[src/rtl/rep_window_ctrl.sv]
// Sequencer for a consecutive-repetition counter evaluating "a[*min:max] ##1 b".
// A start in IDLE latches the window bounds. The controller then counts
// consecutive cycles of a and issues exactly one verdict, either match or fail,
// unless the evaluation is aborted. All outputs come from registers.
module rep_window_ctrl #(
    parameter int W = 8
) (
    input  logic         clk,
    input  logic         rst_n,
    input  logic         start,
    input  logic [W-1:0] min_rep,
    input  logic [W-1:0] max_rep,
    input  logic         abort,
    input  logic         a,
    input  logic         b,
    output logic         busy,
    output logic         match,
    output logic         fail,
    output logic         bad_cfg,
    output logic [W-1:0] count
);

    typedef enum logic [1:0] {
        ST_IDLE = 2'd0,
        ST_RUN  = 2'd1,
        ST_DONE = 2'd2
    } state_t;

    state_t       r_state;
    state_t       w_state_next;
    logic [W-1:0] r_min;
    logic [W-1:0] r_max;
    logic [W-1:0] r_count;
    logic         r_busy;
    logic         r_match;
    logic         r_fail;
    logic         r_bad_cfg;

    logic [W-1:0] w_min_next;
    logic [W-1:0] w_max_next;
    logic [W-1:0] w_count_next;
    logic         w_match_next;
    logic         w_fail_next;
    logic         w_bad_cfg_next;
    logic         w_busy_next;

    // State, latched window bounds and registered outputs.
    always_ff @(posedge clk or negedge rst_n) begin
        if (!rst_n) begin
            r_state   <= ST_IDLE;
            r_min     <= '0;
            r_max     <= '0;
            r_count   <= '0;
            r_busy    <= 1'b0;
            r_match   <= 1'b0;
            r_fail    <= 1'b0;
            r_bad_cfg <= 1'b0;
        end else begin
            r_state   <= w_state_next;
            r_min     <= w_min_next;
            r_max     <= w_max_next;
            r_count   <= w_count_next;
            r_busy    <= w_busy_next;
            r_match   <= w_match_next;
            r_fail    <= w_fail_next;
            r_bad_cfg <= w_bad_cfg_next;
        end
    end

    // Next-state and next-output logic; RUN rules are evaluated in priority order.
    always_comb begin
        w_state_next   = r_state;
        w_min_next     = r_min;
        w_max_next     = r_max;
        w_count_next   = r_count;
        w_match_next   = 1'b0;
        w_fail_next    = 1'b0;
        w_bad_cfg_next = 1'b0;

        case (r_state)
            ST_IDLE: begin
                w_count_next = '0;
                if (start) begin
                    w_min_next = min_rep;
                    w_max_next = max_rep;
                    if (min_rep > max_rep) begin
                        // An empty window can never match, so the verdict is
                        // issued without spending a RUN cycle.
                        w_state_next   = ST_DONE;
                        w_fail_next    = 1'b1;
                        w_bad_cfg_next = 1'b1;
                    end else begin
                        w_state_next = ST_RUN;
                    end
                end
            end
            ST_RUN: begin
                if (abort) begin
                    w_state_next = ST_IDLE;
                    w_count_next = '0;
                end else if ((r_count >= r_min) && b) begin
                    // First match: b ends the sequence even if a is also high.
                    w_state_next = ST_DONE;
                    w_match_next = 1'b1;
                end else if ((r_count < r_max) && a) begin
                    w_count_next = r_count + W'(1);
                end else begin
                    // The count stays at or below max, so the counter never wraps.
                    w_state_next = ST_DONE;
                    w_fail_next  = 1'b1;
                end
            end
            ST_DONE: begin
                w_state_next = ST_IDLE;
                w_count_next = '0;
            end
            default: begin
                w_state_next = ST_IDLE;
                w_count_next = '0;
            end
        endcase

        w_busy_next = (w_state_next != ST_IDLE);
    end

    assign busy    = r_busy;
    assign match   = r_match;
    assign fail    = r_fail;
    assign bad_cfg = r_bad_cfg;
    assign count   = r_count;

endmodule

[config.mk]
export PLATFORM = sky130hd
export DESIGN_NAME = rep_window_ctrl
export DESIGN_NICKNAME = d
export VERILOG_FILES = /design/src/rtl/rep_window_ctrl.sv
export SDC_FILE = /design/constraint.sdc
export NUM_CORES = 1
export LEC_CHECK = 0
export CAP_MARGIN = 20
export CORE_MARGIN = 4
export CORE_UTILIZATION = 56
export CTS_CLUSTER_SIZE = 12
export DETAILED_ROUTE_END_ITERATION = 8
export PLACE_DENSITY_LB_ADDON = 0.25
export SYNTH_ARGS = -nofsm -noshare
export SYNTH_HDL_FRONTEND = slang
export SYNTH_SLANG_ARGS = --single-unit
[constraint.sdc]
create_clock -name clk -period 5.7 [get_ports clk]
set_clock_uncertainty 0.1 [all_clocks]
set_input_delay 0.855 -clock clk [delete_from_list [all_inputs] [get_ports clk]]
set_output_delay 0.855 -clock clk [all_outputs]
set_load 0.05 [all_outputs]
* After elaboration in Yosys (flattened, before gate mapping)
Cells that the tools add are included.
** Operators by class
- Magnitude comparators :: 3
- Reductions and logical operators :: 6
- Multiplexer cells :: 20
- Add/subtract/negate cells :: 1
- Eq/ne operators :: 3
** Operators by type and width (count)
- 8-bit 2-to-1 mux :: 4
- 2-bit 2-to-1 mux :: 5
- 1-bit 2-to-1 mux :: 9
- 8-bit by 1-bit adder with 8-bit output, second input constant :: 1
- 8-bit >= comparator :: 1
- 8-bit > comparator :: 1
- 8-bit less-than comparator :: 1
- 3-bit != test, second input constant :: 2
- 2-bit one-hot mux with 2 select lines :: 1
- 2-bit AND reduction :: 2
- 2-bit by 1-bit == test with 1-bit output, second input constant :: 1
- 1-bit logical AND :: 2
- 2-bit logical NOT :: 1
- 1-bit one-hot mux with 2 select lines :: 1
- 2-bit nonzero test :: 1
** Storage, ports and cells
- Register bits :: 30

* Depth between registers and ports, before layout
Gate-level depths: netlist of the first run.
- Depth after elaboration :: 7
- Depth in mapped cells :: 9

* Worst setup path after synthesis of the first run
No wires, ideal clock.
- Kind :: register to register
- Start point :: reg r_count[3], in the netlist count[3]
- End point :: reg r_count[3], in the netlist count[3]
- Stages on the path, launching flop included :: 8
- Required time :: 5.533 ns
- Library setup time :: 0.067 ns
- Data arrival time :: 2.550 ns
- Slack :: 2.982 ns
- Buffers on the path :: 0
- Path through :: dfrtp_1 ha_1 a211oi_2 o21ai_2 a2111oi_4 nand4_1 or4_1 nand2_1
** On the way
- Longest elaborated chain between the ends :: 5
- Elaborated cells between the ends (all ways) :: 12
- Those cells by class :: add/sub: 1; order compare: 2; eq/ne: 2; mux: 4; reduce/logical: 3
** RTL lines
- start, declared :: line 33 : logic [W-1:0] r_count;
- start signal, assigned :: line 62 : r_count <= w_count_next;
- 8-bit by 1-bit adder with 8-bit output :: line 106 : w_count_next = r_count + W'(1);
- 8-bit 2-to-1 mux :: line 105 : end else if ((r_count < r_max) && a) begin
- 8-bit 2-to-1 mux :: line 101 : end else if ((r_count >= r_min) && b) begin
- 8-bit 2-to-1 mux :: line 98 : if (abort) begin
- 8-bit 2-to-1 mux :: line 80 : case (r_state)
Several ways; a longest one is shown, not always the timed one. The select of a mux whose other input is x is not followed.
A chain may end at the register's enable or synchronous reset.

* Worst setup path after layout of the first run
- Start point :: reg r_count[3], in the netlist count[3]
- End point :: out count[3]
** RTL lines
- end, declared :: line 20 : output logic [W-1:0] count
No word-level cell between the ends.

==> results of run 1 <==
-- area by class of cell --
class	count	area, um^2
well taps	44	55.1
multi-input cells	133	950
clock buffers	7	45.0
repair buffers	34	338
flip-flops and latches	30	751
inverters	26	97.6
fillers	246	842
-- how the worst min path moves through the flow --
| stage | depth (start not counted) | endpoint | start |
|---|---|---|---|
| after floorplan | 1 | r_max[0] | r_max[0] |
| after detailed placement | 1 | r_max[0] | r_max[0] |
| final | 1 | r_min[0] | r_min[0] |
| after global routing | 1 | r_min[0] | r_min[0] |
| after global placement | 1 | r_min[0] | r_min[0] |
| after CTS | 1 | r_min[0] | r_min[0] |
-- layer usage --
layer,routed length (um),up-vias,global-route usage,share of wire
met4,93,0,0.0984,0.023
li1,-,740,-,-
met3,201,12,0.0496,0.049
met2,2060,47,0.375,0.50
met1,1770,711,0.259,0.43
met5,0,-,0,0
-- power groups by stage --
stage / sequential (uW) / clock [uW] / combinational, uW
after global placement: 278 / 0 / 198
after floorplan: 291 / 0 / 132
after CTS: 276 / 115 / 214
after global routing: 280 / 128 / 238
after detailed placement: 280 / 0 / 211
final: 275 / 115 / 211
-- state kept, by name (all words and copies together), names as in the netlist --
name and cells:
count 8, r_max 8, r_min 8, r_state 2, bad_cfg 1, busy 1, fail 1, match 1
-- placed cells by master, fill, tap and decap left out, drive strengths merged --
cell	instances
o31a	1
or4	1
o31ai	1
and3	1
o22ai	1
nor2b	2
nand3	7
nor2	7
o21a	2
mux2i	1
nand2	27
inv	26
clkdlybuf4s50	33
dfrtp	30
ha	24
xnor2	1
o21ai	23
and2	2
nor3b	1
a31oi	1
or3	3
a2111oi	1
mux2	2
and2b	2
nand4	5
nor4	1
o2111a	1
clkbuf	7
xor2	1
a211oi	1
o211a	1
a21oi	10
buf	1
o211ai	2
-- worst reg2reg max path: cells and delay by family (launching register included) --
kind | cells | cell delay [ps]
AO/OA/AOI/OAI | 4 | 960
AND/OR/NAND/NOR | 2 | 670
flip-flops | 1 | 500
adder cells (fa/ha/maj) | 1 | 370
-- logic make-up (layout without fill, tap and decap cells) --
group / count (synthesis) / in the layout / synth area share
XOR/XNOR: 2 / 2 / 0.00960
flip-flops: 30 / 30 / 0.411
AO/OA/AOI/OAI: 45 / 45 / 0.166
AND/OR/NAND/NOR: 59 / 59 / 0.162
adder cells (fa/ha/maj): 24 / 24 / 0.164
buffers and inverters: 31 / 67 / 0.0685
multiplexers: 3 / 3 / 0.0178
-- stage by stage --
stage	hold slack, ps	worst slack [ps]	utilization	instance area, um^2	instances
after CTS	428	3010	0.726	2240	274
after floorplan	370	2980	-	1830	194
after global routing	447	2860	0.726	2240	274
after global placement	398	2930	0.712	2190	267
final	426	3020	0.726	2240	274
after detailed placement	406	2830	0.712	2190	267
-- synth_stat cells (all sizes together) (2+ instances only) --
cell type,number
dfrtp,30
nand4,5
or3,3
a21oi,10
nand2,27
and2b,2
and2,2
clkbuf,3
mux2,2
nand3,7
o21a,2
inv,26
o21ai,23
o211ai,2
ha,24
nor2b,2
buf,2
nor2,7
==> flow_metrics.tcl, run 1 <==
set metrics [dict create \
    num_vias 1510 \
    endpoint "count[3]" \
    overflow 0 \
    start_util 0.593 \
    power_frac_comb 0.351 \
    cts.sinks 30 \
    place_hpwl_um 3210 \
    clock-root-buffer "clkbuf_4" \
    critPathCaptureType "output port" \
    synthFlopType "dfrtp_1" \
    synthCells 194 \
    path_delay_family "buffers and inverters" \
    maxSlewViolCount 0 \
    crit_path_max_incr_delay_ps 870 \
    rsz0062_at_grt "false" \
    maxCapViolCount 0 \
    synthToLayoutAreaGrowth_pct 22.5 \
    crit_slowest_cell "clkdlybuf4s50_1" \
    vias_per_cell 5.51 \
    drt-total-wl_um 4120 \
    grt_pass1_vias 1515 \
    wl_per_cell_um 15.0 \
    worst-path-stages 1 \
    cp.arrival_ps 1730 \
    sw_frac_of_total 0.351 \
    yosysTopAreaCellShare 0.411 \
    power_leakage_uw 0.00106 \
    power_density_nw_per_um2 269 \
    synth_seq_area_share 0.411 \
    fin_crit_ps 2680 \
    place_congestion 0.776 \
    drive_gt1_frac 0.0739 \
    setup_viol 0 \
    reg2regPathDepth 7 \
    syn_area_um2 1830 \
    n_antenna_cell 0 \
    status "completed" \
    die_area_um2 4240 \
    htree_levels 2 \
    clkTransAtPathRegs_ps 90 \
    postCtsSetupRepairBufs 0 \
    synthesis.nets 240 \
    nNetsFinal 276 \
    slew-limit-headroom 0.422 \
    critPathLaunchType "flip-flop" \
    dieHeight_um 65.1 \
    synthTopCellsByArea "dfrtp_1 (41%), ha_1 (16%), o21ai_0 (6.0%)" \
    peakVddDrop_mv 0.225 \
    critPathLaunch "count[3]" \
    clock_power_share 0.192 \
    io_buffers 33 \
    yosysUniqueCellTypes 38 \
    r2r_end "count[7]" \
    cp.required_ps 4740 \
    yosys.area.top_type "dfrtp_1" \
    synth-seq-cells 30 \
    crit_type "flip-flop to output port" \
    syn_area_per_cell_um2 9.41 \
    grt_pass1_wl_um 6980 \
    reg2reg_slack_ps 3030 \
    tightestPinTransition_ps 868 \
    clockBufferDepth 2 \
    hold_violations 0 \
    fmax_ghz 0.373 \
    hold_buffers 0 \
    ant_nets 0 \
    setup_tns_ps 0 \
    rows 20 \
    synth-edff-count 0 \
    clock_latency_ps 330 \
    die_x_um 65.1 \
    antenna_found_initial 0 \
    first_iter_violations 42 \
    async_flop_share 1.00 \
    path_max_fanout 9 \
    hold_class "flip-flop to flip-flop" \
    grt_max_degree 31 \
    p_seq_frac 0.458 \
    worst-path-buf-inv 1 \
    post_cts_resize_count 0 \
    critical_path.cell_chain "clkdlybuf4s50_1" \
    io_pins 34 \
    core-area_um2 3080 \
    drc 0 \
    cts_buffers 5 \
    internal_power_uw 390 \
    fin_crit_sh 0.471 \
    r2r-start "count[3]" \
    power_uw 602 \
    p_sw_uw 212 \
    dr.pass1.iters 4 \
    cts_tree "built" \
    yosys_warnings 0 \
    grtUsageTotal 0.218 \
]
(Power assumes the default switching activity.)
==> run 2, diff against run 1 <==
CORE_UTILIZATION = 47   (was 56)
clock period = 2.3 ns   (was 5.7 ns; I/O delays follow)
==> run 2 against run 1 <==
The flow now finishes with violations (negative setup slack). Sequential cell count unchanged. Combinational power rose to 2.8 times the previous value. Worst setup slack worse by 3100 ps. Register-to-register slack worse by 3100 ps. Core utilization down 4.7 points. Largest cell class unchanged. Largest power group unchanged.
==> flow_metrics.tcl, run 2 (synthesis results as in run 1) <==
set metrics [dict create \
    dpl.cell_count 284 \
    io_pins 34 \
    slew-limit-headroom 0.664 \
    die_area_um2 4940 \
    fin_crit_ps 2370 \
    peakVddDrop_mv 0.499 \
    power_leakage_uw 0.00115 \
    maxSlewViolCount 0 \
    drt-total-wl_um 4200 \
    r2r_end "count[5]" \
    cts_tree "built" \
    violations "negative setup slack" \
    clock-root-buffer "clkbuf_8" \
    start_util 0.491 \
    grt_pass1_wl_um 7330 \
    cp.arrival_ps 2440 \
    power_uw 1710 \
    crit_path_max_incr_delay_ps 490 \
    clockBufferDepth 2 \
    cts_buffers 5 \
    crit_type "flip-flop to flip-flop" \
    dr.pass1.iters 4 \
    cp.required_ps 2370 \
    nNetsFinal 292 \
    final_cells 295 \
    cts.sinks 30 \
    worst-path-stages 8 \
    p_seq_frac 0.399 \
    die_x_um 70.3 \
    n_antenna_cell 0 \
    setup_tns_ps -202 \
    clock_power_share 0.255 \
    grtUsageTotal 0.188 \
    critical_path.cell_chain "ha_4, a211oi_4, o21ai_2, a2111oi_4, nand4_1, buf_4, o31a_1, o21a_1" \
    internal_power_uw 1130 \
    path_max_fanout 3 \
    setup_viol 5 \
    worst-path-buf-inv 1 \
    critPathLaunch "count[3]" \
    hold_class "input port to asynchronous set/reset pin" \
    power_frac_comb 0.346 \
    fillers 323 \
    grt_pass1_vias 1607 \
    place_congestion 0.874 \
    synthToLayoutAreaGrowth_pct 38.2 \
    critPathLaunchType "flip-flop" \
    ant_nets 0 \
    hold_violations 0 \
    maxCapViolCount 0 \
    overflow 0 \
    antenna_found_initial 0 \
    rsz0062_at_grt "true" \
    endpoint "count[5]" \
    drc 0 \
    first_iter_violations 81 \
    sw_frac_of_total 0.337 \
    final_common_cell "clkdlybuf4s50_1" \
    reg2regPathDepth 8 \
    fin_crit_sh 1.03 \
    io_buffers 33 \
    hold_buffers 0 \
    path_delay_family "compound AO/OA/AOI/OAI gates" \
    status "finished, violations left" \
    crit_slowest_cell "dfrtp_4" \
    dieHeight_um 70.3 \
    wl_per_cell_um 14.3 \
    tightestPinTransition_ps 502 \
    fmax_ghz 0.422 \
    core-area_um2 3720 \
    final_cell_mix "clkdlybuf4s50_1 (33), nand2_1 (26), inv_1 (25)" \
    fin_ws_ps -69.3 \
    place_hpwl_um 3290 \
    power_density_nw_per_um2 678 \
    htree_levels 2 \
    dpl_cell_area_um2 2390 \
    num_vias 1560 \
    p_sw_uw 577 \
    drive_gt1_frac 0.215 \
    clock_latency_ps 280 \
    clkTransAtPathRegs_ps 60 \
    r2r-start "count[3]" \
    design_area_um2 2520 \
    reg2reg_slack_ps -70 \
    grt_max_degree 31 \
    rows 22 \
    vias_per_cell 5.29 \
    critPathCaptureType "flip-flop" \
    dpl_worst_slack_ps -5.34 \
]
## run 2: changes by cell type in the layout (fill, tap and decap cells not counted), moves of 5 or more
cell / change
dfrtp_2: +7
buf_4: +16
ha_4: +7
clkbuf_8: +6
clkbuf_4: -5
dfrtp_1: -8
ha_1: -7
## run 2: per-stage QoR
stage          utilization  hold slack, ps
5_1_grt              0.679             401
3_3_place_gp         0.644             407
3_5_place_dp         0.644             429
4_1_cts              0.675             366
6_report             0.679             358
2_1_floorplan            -           -50.6
## run 2: worst min path at each step
stage | from | end | slack [ps] | cells past startpoint
6_report | rst_n | count[4] | 360 | 2
2_1_floorplan | rst_n | bad_cfg | -50 | 0
5_1_grt | rst_n | r_min[5] | 400 | 2
3_5_place_dp | r_max[0] | r_max[0] | 430 | 1
4_1_cts | rst_n | r_min[1] | 370 | 2
3_3_place_gp | r_max[0] | r_max[0] | 410 | 1
## run 2: power by group through the flow
stage                     Clock (uW)  Sequential (uW)  Combinational, uW
after floorplan                    0              726                360
after global placement             0              688                570
after detailed placement           0              694                587
after CTS                        450              684                594
after global routing             473              695                673
final                            437              682                593
## run 2: cell type report
class / count / area [um^2] / area share
repair buffers: 50 / 458 / 0.181
clock buffers: 7 / 86.3 / 0.0342
flip-flops and latches: 30 / 763 / 0.302
clock inverters: 1 / 5.00 / 0.00198
multi-input cells: 133 / 1050 / 0.417
inverters: 26 / 97.6 / 0.0387
well taps: 48 / 60.1 / 0.0238
## run 2: per-layer routing
layer / GRT usage / vias to the layer above / routed length (um)
met5: 0 / - / 0
met4: 0.0681 / 0 / 100
met3: 0.0504 / 12 / 220
met2: 0.313 / 43 / 2010
met1: 0.231 / 734 / 1880
li1: - / 771 / -
## run 2: repair_timing
action                                  in CTS  in global routing
resized for setup                            0                  5
pin swaps                                    5                  1
setup buffers                                3                  0
endpoints found under the setup margin       2                  9
## run 2: worst reg2reg max path, cell delays in order (launching register included)
cell and delay [ps]:
dfrtp_4 490, ha_4 230, a211oi_4 200, o21ai_2 100
a2111oi_4 330, nand4_1 210, buf_4 190, o31a_1 230
o21a_1 170
==> run 3, diff against run 2 <==
CAP_MARGIN = 15   (was 20)
clock period = 2 ns   (was 2.3 ns; I/O delays follow)
==> run 3 against run 2 <==
Critical path type unchanged. Power increased by 22%. The flow still finishes with violations (negative setup slack). Largest cell class unchanged. Core utilization increased by 4.2 points. Combinational power is 33% higher.
==> flow_metrics.tcl, run 3 (synthesis results as in run 1) <==
set metrics [dict create \
    core-area_um2 3720 \
    fin_ws_ps -346 \
    critPathLaunchType "flip-flop" \
    holdWs_ps 307 \
    grt_pass1_wl_um 7420 \
    start_util 0.491 \
    antenna_found_initial 0 \
    violations "negative setup slack" \
    hold_violations 0 \
    die_area_um2 4940 \
    clock-root-buffer "clkbuf_8" \
    rsz0062_at_grt "true" \
    fillers 294 \
    power_leakage_uw 0.00127 \
    power_density_nw_per_um2 776 \
    grtUsageTotal 0.189 \
    path_max_fanout 4 \
    setup_viol 10 \
    dieHeight_um 70.3 \
    critPathCaptureType "flip-flop" \
    grtUsageMet1 0.246 \
    peakVddDrop_mv 0.575 \
    htree_levels 2 \
    dr.pass1.iters 4 \
    cts_buffers 5 \
    use_met2 0.311 \
    hold_buffers 0 \
    regArea_um2 763 \
    cp.arrival_ps 2420 \
    tightestPinTransition_ps 497 \
    first_iter_violations 65 \
    drc 0 \
    num_vias 1592 \
    cp.required_ps 2080 \
    rows 22 \
    place_hpwl_um 3340 \
    wl_per_cell_um 13.7 \
    final_cell_mix "buf_4 (43), clkdlybuf4s50_1 (25), nand2_1 (24)" \
    power_uw 2080 \
    setup_tns_ps -2140 \
    slew-limit-headroom 0.668 \
    io_pins 34 \
    grt_pass1_vias 1636 \
    cts.sinks 30 \
    grt_max_degree 31 \
    status "finished, violations left" \
    fin_crit_ps 2350 \
    clock_latency_ps 290 \
    final_common_cell "buf_4" \
    vias_per_cell 5.07 \
    cts_tree "built" \
    maxCapViolCount 0 \
    fmax_ghz 0.426 \
    n_antenna_cell 0 \
    die_x_um 70.3 \
    drt-total-wl_um 4290 \
    hold_class "input port to asynchronous set/reset pin" \
    multi_input_area_um2 1080 \
    place_congestion 0.766 \
    reg2reg_slack_ps -350 \
    drive_gt1_frac 0.335 \
    clkTransAtPathRegs_ps 60 \
    crit_type "flip-flop to flip-flop" \
    use_met3 0.0432 \
    ant_nets 0 \
    overflow 0 \
    clockBufferDepth 2 \
    maxSlewViolCount 0 \
    top_usage_layer "met2" \
    nNetsFinal 311 \
    io_buffers 33 \
    fin_crit_sh 1.17 \
    synthToLayoutAreaGrowth_pct 46.8 \
]
run 3: path summary, 6_finish.rpt:
kind / from / endpoint / cells past startpoint
hold reg to reg: r_max[0] / r_max[0] / 1
setup / recovery: count[3] / count[5] / 7
setup reg to reg: count[3] / count[5] / 7
min in group clk: r_max[0] / r_max[0] / 1
max in group asynchronous: rst_n / count[3] / 2
hold / removal: rst_n / count[7] / 2
run 3: per-stage QoR:
| stage | area (um^2) | setup slack [ps] | util | instances |
|---|---|---|---|---|
| final | 2680 | -346 | 0.721 | 314 |
| after global routing | 2680 | -455 | 0.721 | 314 |
| after CTS | 2660 | -319 | 0.716 | 314 |
| after detailed placement | 2540 | -328 | 0.683 | 306 |
| after global placement | 2540 | -258 | 0.683 | 306 |
| after floorplan | 1930 | -339 | - | 194 |
run 3: routing by layer:
metal / vias up / routed length (um)
li1: 810 / -
met1: 743 / 1960
met2: 31 / 2110
met3: 8 / 164
met4: 0 / 55
met5: - / 0
run 3: critical path, cell delays in order (launching register included):
cell and delay, ps:
dfrtp_4 500, ha_4 230, a211oi_4 240, o21ai_2 100
a2111oi_4 360, nand4_1 220, o31a_1 320, o21a_1 160
run 3: what timing repair did:
| action | in CTS | in global routing |
|---|---|---|
| pin swaps | 6 | 5 |
| cloned | 0 | 0 |
| resized for setup | 7 | 7 |
| buffers inserted | 1 | 0 |
| setup endpoints to repair | 10 | 12 |
run 3: power by group:
part	internal, uW	total [uW]	switching [uW]
logic	370	786	415
registers	739	788	49.6
clock network	277	507	230
run 3: cell type report:
class,count,share of cell area
well taps,48,0.0224
flip-flops and latches,30,0.285
repair buffers,69,0.218
clock inverters,1,0.00187
multi-input cells,133,0.404
clock buffers,7,0.0322
inverters,26,0.0364
==> RTL edit (flow settings as in run 3) <==
`W`: 8 -> 12.
--- a/src/rtl/rep_window_ctrl.sv
+++ b/src/rtl/rep_window_ctrl.sv
@@ -4,5 +4,5 @@
 // unless the evaluation is aborted. All outputs come from registers.
 module rep_window_ctrl #(
-    parameter int W = 8
+    parameter int W = 12
 ) (
     input  logic         clk,
Ports: changed (resized count, max_rep and min_rep); port bits go from 34 to 46. The function was not compared with the original's and may differ.
==> RTL edit against run 3 <==
Routed wire length increased by 71%. Critical path depth increased by 1. Power increased by 32%. Sequential cell count increased by 12. Global-route usage increased by 4.3 points. Area after synthesis increased by 41%. Sequential power increased by 33%. Sequential share of layout area decreased by 1.7 points. Worst setup slack got worse by 61 ps. Largest power group unchanged. Count of clock-buffer cells in the layout unchanged. The flow still finishes with violations (setup timing). Design area increased by 48%. Combinational power increased by 28%.
==> RTL edit: results (changes against run 3) <==
GRT
The number of antenna violations at the first check in global routing is 0 (unchanged). The met1 usage is 0.258 (+0.0126). The first-pass GRT wire length came to 11700 microns (+58%). The number of global-route vias before repair is 2624 (+60%). The largest net degree at the start of global routing was 45 (+45%). The total routing usage reported by global routing was 0.232 (+0.0427).

The met2 layer usage reported by global route is 0.429 (+0.118). The met3 routing resource usage after global routing is 0.0548 (+0.0117).

Critical path
The arrival time at the worst endpoint is 2530 ps (+110 ps). The worst setup slack for register-to-register paths is -410 ps (-60 ps). The largest driver fanout on the critical path is 7 (+3). The delay of the slowest critical-path stage was 430 ps (-70 ps). The critical path's top delay family is simple AND/OR/NAND/NOR gates. The depth of the worst register-to-register path is 8 (+1). The cell at the slowest stage of the critical path is dfrtp_2.

The worst reg2reg path startpoint is count[8]$_DFFE_PN0P_.

Logic synthesis
The net count after synthesis is 355 (+48%). The fraction of synthesized area in multiplexers is 0.00874 (-0.00908). The async set-or-reset flop fraction in the synthesized netlist came to 1.00 (unchanged). The compound-gate portion of the synthesized area is 0.166 (about the same). The xor/xnor cell area share of the yosys netlist is 0.00340 (-0.00620). The share of synthesized cell area in full adder, half adder and majority cells is 0.175 (+0.0103). Counting instances in the post-synthesis netlist gives the leading cell types as inv_1 (43), dfrtp_1 (42), nand2_1 (39). The sequential fraction of the synthesis area came to 0.408 (-0.00347). The post-synthesis instance total is 289 (+49%). After synthesis, the cell types taking the most area are dfrtp_1 (41%), ha_1 (17%), o21ai_0 (7.4%), inv_1 (6.3%), nand2_1 (5.7%).

Power and ir drop
The static leakage power is 1.82 nW (+44%). The net switching power is 0.913 mW (+31%). The largest voltage drop on the vdd net is 0.000478 V (-17%).

Placed design
The worst-case setup slack after placement is -516 ps (-189 ps). The detailed placer's ending HPWL is 5050 microns (+51%). The placer congestion estimate is 0.828 (+8.1%). The cell area reported after detailed placement was 3460 sq um (+36%). The port buffer count was 45 (+36%). The placed cell count is 441 (+44%).

Layout
The final-layout fill cell count is 367 (+25%). The final-stage net count is 459 (+48%). The fraction of layout instances using a drive strength above 1 came to 0.358 (+0.0233).

Timing
The minimum setup slack in the final design is -408 ps (-61.4 ps). The count of final setup violators is 16 (+6). The setup TNS is -5110 ps (-2970 ps). The final-report hold violation count is 0 (unchanged). The tightest hold margin is 401 ps (+93.6 ps). The tightest slew margin relative to the limit was 0.654 (-0.0136).

Status
The final reports fail on setup timing. The flow ran to the end, but the final reports show violations.

Detailed routing
The routed via count is 2444 (+54%). The routed length on met1 is 2900 microns (+48%). The number of DRC markers after the initial detailed-route iteration is 95 (+46%). The detailed-routed wire length on met3 is 354 microns (+120%). The wire length per cell after detailed routing was 15.8 microns (+16%). The average vias per placed instance is 5.27 (+3.9%). The met2 wire length is 3950 microns (+87%).

Clock network
The number of instances resized during post-cts repair came to 33 (+26). The clock transition at the register clock pins on the worst setup and hold paths after CTS came to 80 ps (+20 ps). The number of setup buffers added after CTS is 11 (+10). The number of hold-repair buffers added at the cts stage is 1 (+1).
RTL edit: kinds of logic after synthesis:
logic type,count (synthesis)
DFF,42
adders and majority gates,36
and+or+nand+nor,81
AOI/OAI and AO/OA,76
xor gates and xnor gates,1
buffers and inverters,51
muxes,2
RTL edit: power by group through the flow:
stage	Combinational, mW	Sequential [mW]	Clock [mW]
2_1_floorplan	0.428	1.09	0
3_3_place_gp	0.768	1.05	0
3_5_place_dp	0.803	1.06	0
4_1_cts	0.900	1.05	0.687
5_1_grt	1.12	1.07	0.723
6_report	1.01	1.05	0.678
RTL edit: layout make-up:
| cell class | count | area (sq um) | area share |
|---|---|---|---|
| clock buffers | 7 | 76.3 | 0.0192 |
| multi-input cells | 197 | 1640 | 0.413 |
| flip-flops and latches | 42 | 1060 | 0.268 |
| clock inverters | 1 | 30.0 | 0.00756 |
| repair buffers | 104 | 912 | 0.230 |
| inverters | 43 | 161 | 0.0407 |
| well taps | 70 | 87.6 | 0.0221 |
